### src/rtl/dcache_pkg.sv
// Shared definitions for the direct-mapped write-through data cache:
// default geometry, controller state encoding and address field helpers.
package dcache_pkg;

    localparam int DEF_INDEX_BITS = 4;
    localparam int DEF_WOFF_BITS  = 2;
    localparam int DEF_TAG_BITS   = 32 - 2 - DEF_WOFF_BITS - DEF_INDEX_BITS;

    typedef enum logic [1:0] {
        ST_IDLE   = 2'd0,
        ST_REFILL = 2'd1,
        ST_WRITE  = 2'd2,
        ST_WDONE  = 2'd3
    } state_t;

    // Word offset inside a line; the two byte-select bits are dropped.
    function automatic logic [31:0] addrOffset(input logic [31:0] addr,
                                               input int woffBits);
        return (addr >> 2) & ((32'd1 << woffBits) - 32'd1);
    endfunction

    // Line index, sitting just above the word offset.
    function automatic logic [31:0] addrIndex(input logic [31:0] addr,
                                              input int woffBits,
                                              input int indexBits);
        return (addr >> (2 + woffBits)) & ((32'd1 << indexBits) - 32'd1);
    endfunction

    // Tag is everything above the index.
    function automatic logic [31:0] addrTag(input logic [31:0] addr,
                                            input int woffBits,
                                            input int indexBits);
        return addr >> (2 + woffBits + indexBits);
    endfunction

endpackage

### src/rtl/dcache_array.sv
// Valid, tag and data storage for the data cache. One combinational read
// port addressed by (index, offset) and one synchronous write port that can
// write a single data word and/or set the tag and valid bit of a line.
module dcache_array
    import dcache_pkg::*;
#(
    parameter int INDEX_BITS = DEF_INDEX_BITS,
    parameter int WOFF_BITS  = DEF_WOFF_BITS,
    parameter int TAG_BITS   = 32 - 2 - WOFF_BITS - INDEX_BITS
) (
    input  logic                  i_clk,
    input  logic                  i_reset,
    input  logic [INDEX_BITS-1:0] i_rdIndex,
    input  logic [WOFF_BITS-1:0]  i_rdOffset,
    output logic                  o_rdValid,
    output logic [TAG_BITS-1:0]   o_rdTag,
    output logic [31:0]           o_rdWord,
    input  logic                  i_wordWe,
    input  logic [INDEX_BITS-1:0] i_wordIndex,
    input  logic [WOFF_BITS-1:0]  i_wordOffset,
    input  logic [31:0]           i_wordData,
    input  logic                  i_lineWe,
    input  logic [INDEX_BITS-1:0] i_lineIndex,
    input  logic [TAG_BITS-1:0]   i_lineTag,
    input  logic                  i_lineValid
);

    localparam int LINES = 1 << INDEX_BITS;
    localparam int WORDS = 1 << WOFF_BITS;

    logic [LINES-1:0]    r_valid;
    logic [TAG_BITS-1:0] r_tag  [0:LINES-1];
    logic [31:0]         r_data [0:LINES*WORDS-1];

    // Valid bits are the only storage that must come out of reset cleared.
    always_ff @(posedge i_clk) begin
        if (i_reset) begin
            r_valid <= '0;
        end else if (i_lineWe) begin
            r_valid[i_lineIndex] <= i_lineValid;
        end
    end

    // Tags are written together with the valid bit; contents are don't-care while invalid.
    always_ff @(posedge i_clk) begin
        if (i_lineWe) begin
            r_tag[i_lineIndex] <= i_lineTag;
        end
    end

    // Single-word data write, used by store hits and by each refill beat.
    always_ff @(posedge i_clk) begin
        if (i_wordWe) begin
            r_data[{i_wordIndex, i_wordOffset}] <= i_wordData;
        end
    end

    assign o_rdValid = r_valid[i_rdIndex];
    assign o_rdTag   = r_tag[i_rdIndex];
    assign o_rdWord  = r_data[{i_rdIndex, i_rdOffset}];

endmodule

### src/rtl/dcache_ctrl.sv
// Direct-mapped, write-through, no-write-allocate data cache controller.
// Read misses refill a whole line word by word over a req/ack memory port;
// every store goes straight to memory and also updates the line on a hit.
module dcache_ctrl
    import dcache_pkg::*;
#(
    parameter int INDEX_BITS = DEF_INDEX_BITS,
    parameter int WOFF_BITS  = DEF_WOFF_BITS
) (
    input  logic        i_clk,
    input  logic        i_reset,
    input  logic        i_mem_read,
    input  logic        i_mem_write,
    input  logic [31:0] i_addr,
    input  logic [31:0] i_write_data,
    output logic [31:0] o_read_data,
    output logic        o_stall,
    output logic        o_mem_req,
    output logic        o_mem_we,
    output logic [31:0] o_mem_addr,
    output logic [31:0] o_mem_wdata,
    input  logic        i_mem_ack,
    input  logic [31:0] i_mem_rdata,
    output logic [31:0] o_hit_count,
    output logic [31:0] o_miss_count
);

    localparam int TAG_BITS = 32 - 2 - WOFF_BITS - INDEX_BITS;
    localparam int WORDS    = 1 << WOFF_BITS;
    localparam logic [WOFF_BITS-1:0] LAST_WORD = WOFF_BITS'(WORDS - 1);

    logic [WOFF_BITS-1:0]  w_offset;
    logic [INDEX_BITS-1:0] w_index;
    logic [TAG_BITS-1:0]   w_tag;
    logic                  w_rdValid;
    logic [TAG_BITS-1:0]   w_rdTag;
    logic [31:0]           w_rdWord;
    logic                  w_hit;
    logic                  w_isWrite;
    logic                  w_isRead;

    logic                  w_wordWe;
    logic [INDEX_BITS-1:0] w_wordIndex;
    logic [WOFF_BITS-1:0]  w_wordOffset;
    logic [31:0]           w_wordData;
    logic                  w_lineWe;
    logic [INDEX_BITS-1:0] w_lineIndex;
    logic [TAG_BITS-1:0]   w_lineTag;
    logic                  w_lineValid;
    logic                  w_stall;

    state_t                r_state;
    logic [TAG_BITS-1:0]   r_tag;
    logic [INDEX_BITS-1:0] r_index;
    logic [WOFF_BITS-1:0]  r_cnt;
    logic                  r_memReq;
    logic                  r_memWe;
    logic [31:0]           r_wAddr;
    logic [31:0]           r_wData;
    logic [31:0]           r_hitCount;
    logic [31:0]           r_missCount;
    logic                  r_refillDone;

    assign w_offset = WOFF_BITS'(addrOffset(i_addr, WOFF_BITS));
    assign w_index  = INDEX_BITS'(addrIndex(i_addr, WOFF_BITS, INDEX_BITS));
    assign w_tag    = TAG_BITS'(addrTag(i_addr, WOFF_BITS, INDEX_BITS));

    // A store wins when both request lines are raised together.
    assign w_isWrite = i_mem_write;
    assign w_isRead  = i_mem_read & ~i_mem_write;

    dcache_array #(
        .INDEX_BITS (INDEX_BITS),
        .WOFF_BITS  (WOFF_BITS),
        .TAG_BITS   (TAG_BITS)
    ) u_array (
        .i_clk        (i_clk),
        .i_reset      (i_reset),
        .i_rdIndex    (w_index),
        .i_rdOffset   (w_offset),
        .o_rdValid    (w_rdValid),
        .o_rdTag      (w_rdTag),
        .o_rdWord     (w_rdWord),
        .i_wordWe     (w_wordWe),
        .i_wordIndex  (w_wordIndex),
        .i_wordOffset (w_wordOffset),
        .i_wordData   (w_wordData),
        .i_lineWe     (w_lineWe),
        .i_lineIndex  (w_lineIndex),
        .i_lineTag    (w_lineTag),
        .i_lineValid  (w_lineValid)
    );

    assign w_hit = w_rdValid & (w_rdTag == w_tag);

    // Array write steering: store hits in IDLE, the victim invalidate on a
    // read miss, and one word per ack while refilling (tag+valid on the last).
    always_comb begin
        w_wordWe     = 1'b0;
        w_wordIndex  = w_index;
        w_wordOffset = w_offset;
        w_wordData   = i_write_data;
        w_lineWe     = 1'b0;
        w_lineIndex  = w_index;
        w_lineTag    = w_tag;
        w_lineValid  = 1'b0;
        if (!i_reset) begin
            unique case (r_state)
                ST_IDLE: begin
                    if (w_isWrite && w_hit) begin
                        w_wordWe = 1'b1;
                    end else if (w_isRead && !w_hit) begin
                        w_lineWe    = 1'b1;
                        w_lineValid = 1'b0;
                    end
                end
                ST_REFILL: begin
                    if (i_mem_ack) begin
                        w_wordWe     = 1'b1;
                        w_wordIndex  = r_index;
                        w_wordOffset = r_cnt;
                        w_wordData   = i_mem_rdata;
                        if (r_cnt == LAST_WORD) begin
                            w_lineWe    = 1'b1;
                            w_lineIndex = r_index;
                            w_lineTag   = r_tag;
                            w_lineValid = 1'b1;
                        end
                    end
                end
                default: begin
                end
            endcase
        end
    end

    // Pipeline hold: misses and stores stall in IDLE, the memory phases always
    // stall, and WDONE gives the store its single retiring cycle.
    always_comb begin
        w_stall = 1'b0;
        unique case (r_state)
            ST_IDLE:   w_stall = w_isWrite | (w_isRead & ~w_hit);
            ST_REFILL: w_stall = 1'b1;
            ST_WRITE:  w_stall = 1'b1;
            ST_WDONE:  w_stall = 1'b0;
            default:   w_stall = 1'b0;
        endcase
    end

    // Controller FSM with registered memory request, latches and counters.
    always_ff @(posedge i_clk) begin
        if (i_reset) begin
            r_state      <= ST_IDLE;
            r_cnt        <= '0;
            r_memReq     <= 1'b0;
            r_memWe      <= 1'b0;
            r_hitCount   <= '0;
            r_missCount  <= '0;
            r_refillDone <= 1'b0;
        end else begin
            r_refillDone <= 1'b0;
            unique case (r_state)
                ST_IDLE: begin
                    if (w_isWrite) begin
                        r_wAddr  <= {i_addr[31:2], 2'b00};
                        r_wData  <= i_write_data;
                        r_memReq <= 1'b1;
                        r_memWe  <= 1'b1;
                        r_state  <= ST_WRITE;
                    end else if (i_mem_read) begin
                        if (w_hit) begin
                            if (!r_refillDone) begin
                                r_hitCount <= r_hitCount + 32'd1;
                            end
                        end else begin
                            r_tag       <= w_tag;
                            r_index     <= w_index;
                            r_cnt       <= '0;
                            r_missCount <= r_missCount + 32'd1;
                            r_memReq    <= 1'b1;
                            r_memWe     <= 1'b0;
                            r_state     <= ST_REFILL;
                        end
                    end
                end
                ST_REFILL: begin
                    if (i_mem_ack) begin
                        r_cnt <= r_cnt + 1'b1;
                        if (r_cnt == LAST_WORD) begin
                            r_memReq     <= 1'b0;
                            r_refillDone <= 1'b1;
                            r_state      <= ST_IDLE;
                        end
                    end
                end
                ST_WRITE: begin
                    if (i_mem_ack) begin
                        r_memReq <= 1'b0;
                        r_memWe  <= 1'b0;
                        r_state  <= ST_WDONE;
                    end
                end
                ST_WDONE: begin
                    r_state <= ST_IDLE;
                end
                default: begin
                    r_state <= ST_IDLE;
                end
            endcase
        end
    end

    assign o_stall      = w_stall & ~i_reset;
    assign o_mem_req    = r_memReq & ~i_reset;
    assign o_mem_we     = r_memWe & ~i_reset;
    assign o_mem_addr   = r_memWe ? r_wAddr : {r_tag, r_index, r_cnt, 2'b00};
    assign o_mem_wdata  = r_wData;
    assign o_read_data  = (i_mem_read && w_hit) ? w_rdWord : 32'd0;
    assign o_hit_count  = r_hitCount;
    assign o_miss_count = r_missCount;

endmodule

### config.mk
export PLATFORM = sky130hd
export DESIGN_NAME = dcache_ctrl
export DESIGN_NICKNAME = d
export VERILOG_FILES = /design/src/rtl/dcache_pkg.sv /design/src/rtl/dcache_array.sv /design/src/rtl/dcache_ctrl.sv
export SDC_FILE = /design/constraint.sdc
export NUM_CORES = 2
export LEC_CHECK = 0
export ABC_AREA = 1
export CELL_PAD_IN_SITES_DETAIL_PLACEMENT = 1
export CELL_PAD_IN_SITES_GLOBAL_PLACEMENT = 1
export CORE_UTILIZATION = 55
export CTS_CLUSTER_SIZE = 24
export DETAILED_ROUTE_END_ITERATION = 6
export PLACE_DENSITY_LB_ADDON = 0.25
export SLEW_MARGIN = 20
export SYNTH_ARGS = -nofsm -noshare
export SYNTH_HDL_FRONTEND = slang
export SYNTH_SLANG_ARGS = --single-unit
### constraint.sdc
create_clock -name i_clk -period 13.65 [get_ports i_clk]
set_input_delay 1.365 -clock i_clk [delete_from_list [all_inputs] [get_ports i_clk]]
set_output_delay 1.365 -clock i_clk [all_outputs]
set_load 0.005 [all_outputs]
Word level (Yosys, flattened, before mapping)

Memories as Yosys holds them, arrays and structs flattened.
Index checks and enable logic that the tools add are counted.

Logic and storage cells: 126
Bits in writable memories: 2432
Input port bits: 101
Output and inout port bits: 163
Register bits: 177
Memories: 2

Eq/ne operators: 13
Bitwise gates (word level): 11
Muxes and demuxes: 64
Magnitude comparators: 3
Add/subtract/negate cells: 3
Reduce and logical (&&, ||, !) cells: 18

Memory list:

| name           | words | bits a word | rd ports | clocked after memory_dff | write ports | line               | RTL |
|---|---|---|---|---|---|---|---|
| u_array.r_data | 64    | 32          | 1        | 0                        | 1           | dcache_array.sv:33 | `logic [31:0] r_data [0:LINES*WORDS-1];` |
| u_array.r_tag  | 16    | 24          | 1        | 0                        | 1           | dcache_array.sv:32 | `logic [TAG_BITS-1:0] r_tag [0:LINES-1];` |

Operators with widths:

| cell                                                | count |
|---|---|
| 2-to-1 mux 32 bit                                   | 5 |
| 2-to-1 mux 24 bit                                   | 4 |
| adder 32 x 1 -> 32 bit, second input constant       | 2 |
| 2-to-1 mux 4 bit                                    | 7 |
| 2-to-1 mux 2 bit                                    | 13 |
| 2-to-1 mux 1 bit                                    | 25 |
| == test 24 bit                                      | 1 |
| AND reduction 5 bit                                 | 4 |
| bitwise mux 16 bit                                  | 1 |
| inequality test 2 bit, second input constant        | 6 |
| < comparator 4 x 5 -> 1 bit, second input constant  | 2 |
| one-hot mux 2 bit (4 select lines)                  | 1 |
| AND reduction 4 bit                                 | 2 |
| bitwise AND 1 bit                                   | 6 |
| == test 2 bit, second input constant                | 3 |
| inequality test 3 bit, second input constant        | 2 |
| one-hot mux 1 bit (2 select lines)                  | 3 |
| one-hot mux 1 bit (3 select lines)                  | 2 |
| AND reduction 6 bit                                 | 1 |
| binary-select mux 1 bit (select 4 bit)              | 1 |
| demux 1 bit (select 4 bit)                          | 1 |
| >= comparator 4 x 1 -> 1 bit, second input constant | 1 |
| logical AND 1 bit                                   | 4 |
| NOT 1 bit                                           | 4 |
| other kinds (10)                                    | 11 |

Logic depth before layout (Yosys ltp)

Depth in word-level cells: 11
Mapped depth: 22
Mapped depth without buffers: 20

Cells and area by module

Synthesis repeated with hierarchy kept, for this count alone.

Cell total of the unflattened synthesis: 9231
Area total of the unflattened synthesis: 106851.2 µm²

By module, submodules not included:

| module       | seq. area each (µm²) | area an instance (µm²) | cells an instance | times used |
|---|---|---|---|---|
| dcache_array | 73350.3              | 97621.1                | 7893              | 1 |
| dcache_ctrl  | 4124.0               | 9230.1                 | 1338              | 1 |

Worst setup path after synthesis

Ideal clock, no wire load.

Path type: input-to-reg
Start: in i_addr[5]
End: mem u_array.r_data[12][0], enable pin
Buffers on the path: 3
Stages on the path: 18
Setup slack: 8.394 ns
Setup time: 0.421 ns
Data required time: 13.229 ns
Data arrival time: 4.835 ns
Cells stage by stage: buf_2 -> inv_2 -> buf_4 -> buf_2 -> nand2_1 -> nand3_1 -> nand3_1 -> nand2_1 -> nand2_1 -> nand2_1 -> nand2_1 -> nor2_1 -> nand3_1 -> nor2_4 -> nand2_1 -> a21oi_4 -> nand4_1 -> nor2_1

Word-level cells in the longest chain between the ends: 9
Elaborated cells on any way between the ends: 14
Classes of those cells: eq/ne: 1; mux: 10; bitwise: 1; reduce/logical: 1; memory: 1

Ends and longest elaborated chain:

| what                                                                                  | line                                  | RTL |
|---|---|---|
| start, declared                                                                       | dcache_ctrl.sv:14                     | `input logic [31:0] i_addr,` |
| memory (16 x 24 bit) / binary-select mux 1 bit (select 4 bit) (equally long branches) | n/a                                   |  |
| == test 24 bit / 2-to-1 mux 1 bit (equally long branches)                             | dcache_ctrl.sv:94, dcache_array.sv:58 |  |
| bitwise AND 1 bit                                                                     | dcache_ctrl.sv:94                     | `assign w_hit = w_rdValid & (w_rdTag == w_tag);` |
| logical AND 1 bit                                                                     | dcache_ctrl.sv:110                    | `if (w_isWrite && w_hit) begin` |
| 2-to-1 mux 1 bit                                                                      | dcache_ctrl.sv:110                    |  |
| one-hot mux 1 bit (2 select lines)                                                    | dcache_ctrl.sv:108                    | `unique case (r_state)` |
| 2-to-1 mux 1 bit                                                                      | dcache_ctrl.sv:107                    | `if (!i_reset) begin` |
| 2-to-1 mux 1 bit                                                                      | dcache_array.sv:53                    | `if (i_wordWe) begin` |
| 2-to-1 mux 1 bit (implied by the code)                                                | dcache_array.sv:54                    | `r_data[{i_wordIndex, i_wordOffset}] <= i_wordData;` |
| end, declared                                                                         | dcache_array.sv:33                    |  |

Several ways; a longest one is shown, not always the timed one. The select of a mux whose other input is x is not followed.

Worst setup path in the final report

Start: in i_addr[2]
End: out o_read_data[30]

Word-level cells in the longest chain between the ends: 2

Ends and longest elaborated chain:

| what                 | line               | RTL |
|---|---|---|
| memory (64 x 32 bit) | n/a                |  |
| 2-to-1 mux 32 bit    | dcache_ctrl.sv:218 | `assign o_read_data = (i_mem_read && w_hit) ? w_rdWord : 32'd0;` |
| end, declared        | dcache_ctrl.sv:16  | `output logic [31:0] o_read_data,` |

No other way between the ends.

==> results.tsv <==
metric	value	unit
outcome	finished, violations left	
violations	design-rule violations	
synth_most_common_cell	edfxtp_1	
worstHoldPathType	flip-flop to flip-flop	
end_kind	output pin	
clock_skew	0.05579	ns
async_reset_ff_share	0	%
synthToLayoutAreaGrowth	13.61	%
grt_pass1_wl	520600	um
grt_start_max_net_pins	189	
whs_endpoint	u_array.r_valid[9]	
p_leak	40.97	nW
synth_top_area_cell	edfxtp_1	
portBuffers	259	
start_kind	input pin	
fin_crit	8.459	ns
arrival	7.09	ns
cts_tree	done	
synth_top_area_share	71.57	%
wire_per_inst	31.46	um
ios	264	
p_per_area	146.7	mW/mm^2
r2r_setup_slack	7.61	ns
die_w	440.6	um
drcViolationCount	2	
slew_violations	0	
cts_hold_buf	0	
dpl.hpwl	190000	um
tightest_slew	1.270	ns
track_usage	36.72	%
synthCells	8617	
final-setup-viol-count	0	
post_cts_buffers	0	
ys_seq_elements	2609	
min_path_cells	2	
drt_iter0_markers	9836	
path_class	input pin to output pin	
start_util	55.53	%
slew-limit-headroom	14.26	%
final_layout_size_suffix_gt1_share	7.672	%
antenna_found_initial	7	
final.setup.tns	0	ns
synth-seq-area-share	73.21	%
gp_congestion	0.8404	
clock_latency	0.95	ns
via_per_inst	6.682	
post_cts_resize_count	0	
path_clk_slew	0.06	ns
die_area	0.1942	sq mm
cts.htree.levels	5	
worstReg2RegEnd	u_array.r_data[44][31]	
busiest_layer	met2	
hold_viol_final	0	
rsz0062_at_grt	no	
ir_drop	0.1082	mV
dp_cells	11020	
reg2reg_depth	10	
gr-usage-met1	45.59	%
wirelength	361600	um
coreArea	0.1906	sq mm
nets	8899	
cts_buffer_depth	4	
netlist_area	0.1058	sq mm
dieHeight	440.6	um
rr_startpoint	r_state[1]	
ys.flop_type	edfxtp_1	
row_count	160	
crit_path_max_fanout	163	
synth_top_cells_by_area	edfxtp_1 72%, nand2_1 7.5%, a21oi_1 3.2%	
cts_buffers	282	
ant_nets	0	
yosys-top-cells-count	2522 x edfxtp_1, 2126 x nand2_1, 685 x a21oi_1	
overflow	0	
max_freq	118.2	MHz
fin_cells	11490	
grt_pass1_vias	80000	
fin_crit_sh	61.97	%
synth_edf_count	2522	
maxCapViolations	0	
clock-sinks	2609	
synth.distinct_cells	46	
grt_use_met2	60.36	%
avgSynthCellArea	12.28	sq um
firstDrtPassIters	7	
cp_data_required_time	12.28	ns
yosys_warnings	0	
hold_start	u_array.r_valid[9]	
vias	76790	
clockRootBuffer	clkbuf_16	
met3_usage	6.578	%
-- layout by cell type, fill, tap and decap left out, types with 248 or more instances in the layout --
cell,Yosys,layout
nand3_1,415,415
clkdlybuf4s50_1,0,252
clkbuf_16,0,291
edfxtp_1,2522,2522
inv_1,350,346
a21oi_1,685,685
nand2_1,2126,2093
a221oi_1,248,248
o21ai_0,409,409
nor2_1,574,505
-- stage by stage --
step	setup WS [ns]	total power [mW]	utilization, %	hold slack [ns]	cell area [sq um]
3_3_place_gp	5.606	10.37	58.55	0.4482	111600
5_1_grt	5.172	17.97	63.08	0.5200	120200
6_report	5.191	17.64	63.08	0.4934	120200
4_1_cts	5.464	17.63	63.00	0.4913	120100
2_1_floorplan	8.394	9.849	-	0.4395	105800
3_5_place_dp	5.270	10.46	58.55	0.4831	111600
-- cell families after synthesis --
group / count (synthesis) / share of synthesized area [%]
buffers and inverters: 927 / 3.393
XOR/XNOR: 31 / 0.2566
AND/OR/NAND/NOR: 3286 / 12.46
AO/OA/AOI/OAI: 1755 / 10.58
flip-flops: 2609 / 73.21
other: 1 / 0.003544
adder cells (fa/ha/maj): 8 / 0.09459
-- final cells by class --
class	instances	area, sq um
sequential	2609	77470
fill	18420	70360
multi-input combinational	5082	25490
clock buffer	365	7580
timing repair buffer	460	4260
tap	2511	3142
inverter	355	1369
clock inverter	110	900.9
antenna	1	2.502
-- worst max path at each step --
stage / from / end / slack (ns) / depth (start not counted)
6_report: i_addr[2] / o_read_data[30] / 5.19 / 13
4_1_cts: i_addr[2] / o_read_data[30] / 5.46 / 13
3_3_place_gp: i_addr[4] / u_array.r_data[45][15] / 5.61 / 20
3_5_place_dp: i_addr[4] / u_array.r_data[44][15] / 5.27 / 20
5_1_grt: i_addr[2] / o_read_data[30] / 5.17 / 13
2_1_floorplan: i_addr[5] / u_array.r_data[12][0] / 8.39 / 18
-- critical path, stage by stage --
cell             delay [ns]
buf_8                  0.43
buf_4                  0.74
buf_12                 0.61
buf_4                  0.81
o21ai_0                0.28
o22ai_1                0.24
nor2_1                 0.07
o32ai_1                0.36
o21ai_0                0.34
o22ai_1                0.62
inv_1                  0.09
nor2_1                 0.13
clkdlybuf4s50_1        0.56
-- state kept, by name (all words and copies together), names as in the netlist, 2 cells and up --
signal and flops:
u_array.r_data 2048, u_array.r_tag 384, o_hit_count 32, o_mem_wdata 32
o_miss_count 32, r_wAddr 30, r_tag 24, u_array.r_valid 16
r_index 4, r_cnt 2, r_state 2
-- power by group --
part	total, mW	internal, mW	switching (mW)
sequential	8.96	8.94	0.0192
combinational	1.39	0.341	1.05
clock	7.29	4.18	3.11
total	17.6	13.5	4.18
-- routing by layer --
metal | vias to the layer above | part of all wire, %
met3 | 1216 | 9.9
met4 | 10 | 6.3
met5 | - | 0.016
met2 | 5091 | 48
met1 | 38670 | 35
li1 | 31810 | -
(Power assumes the default switching activity.)
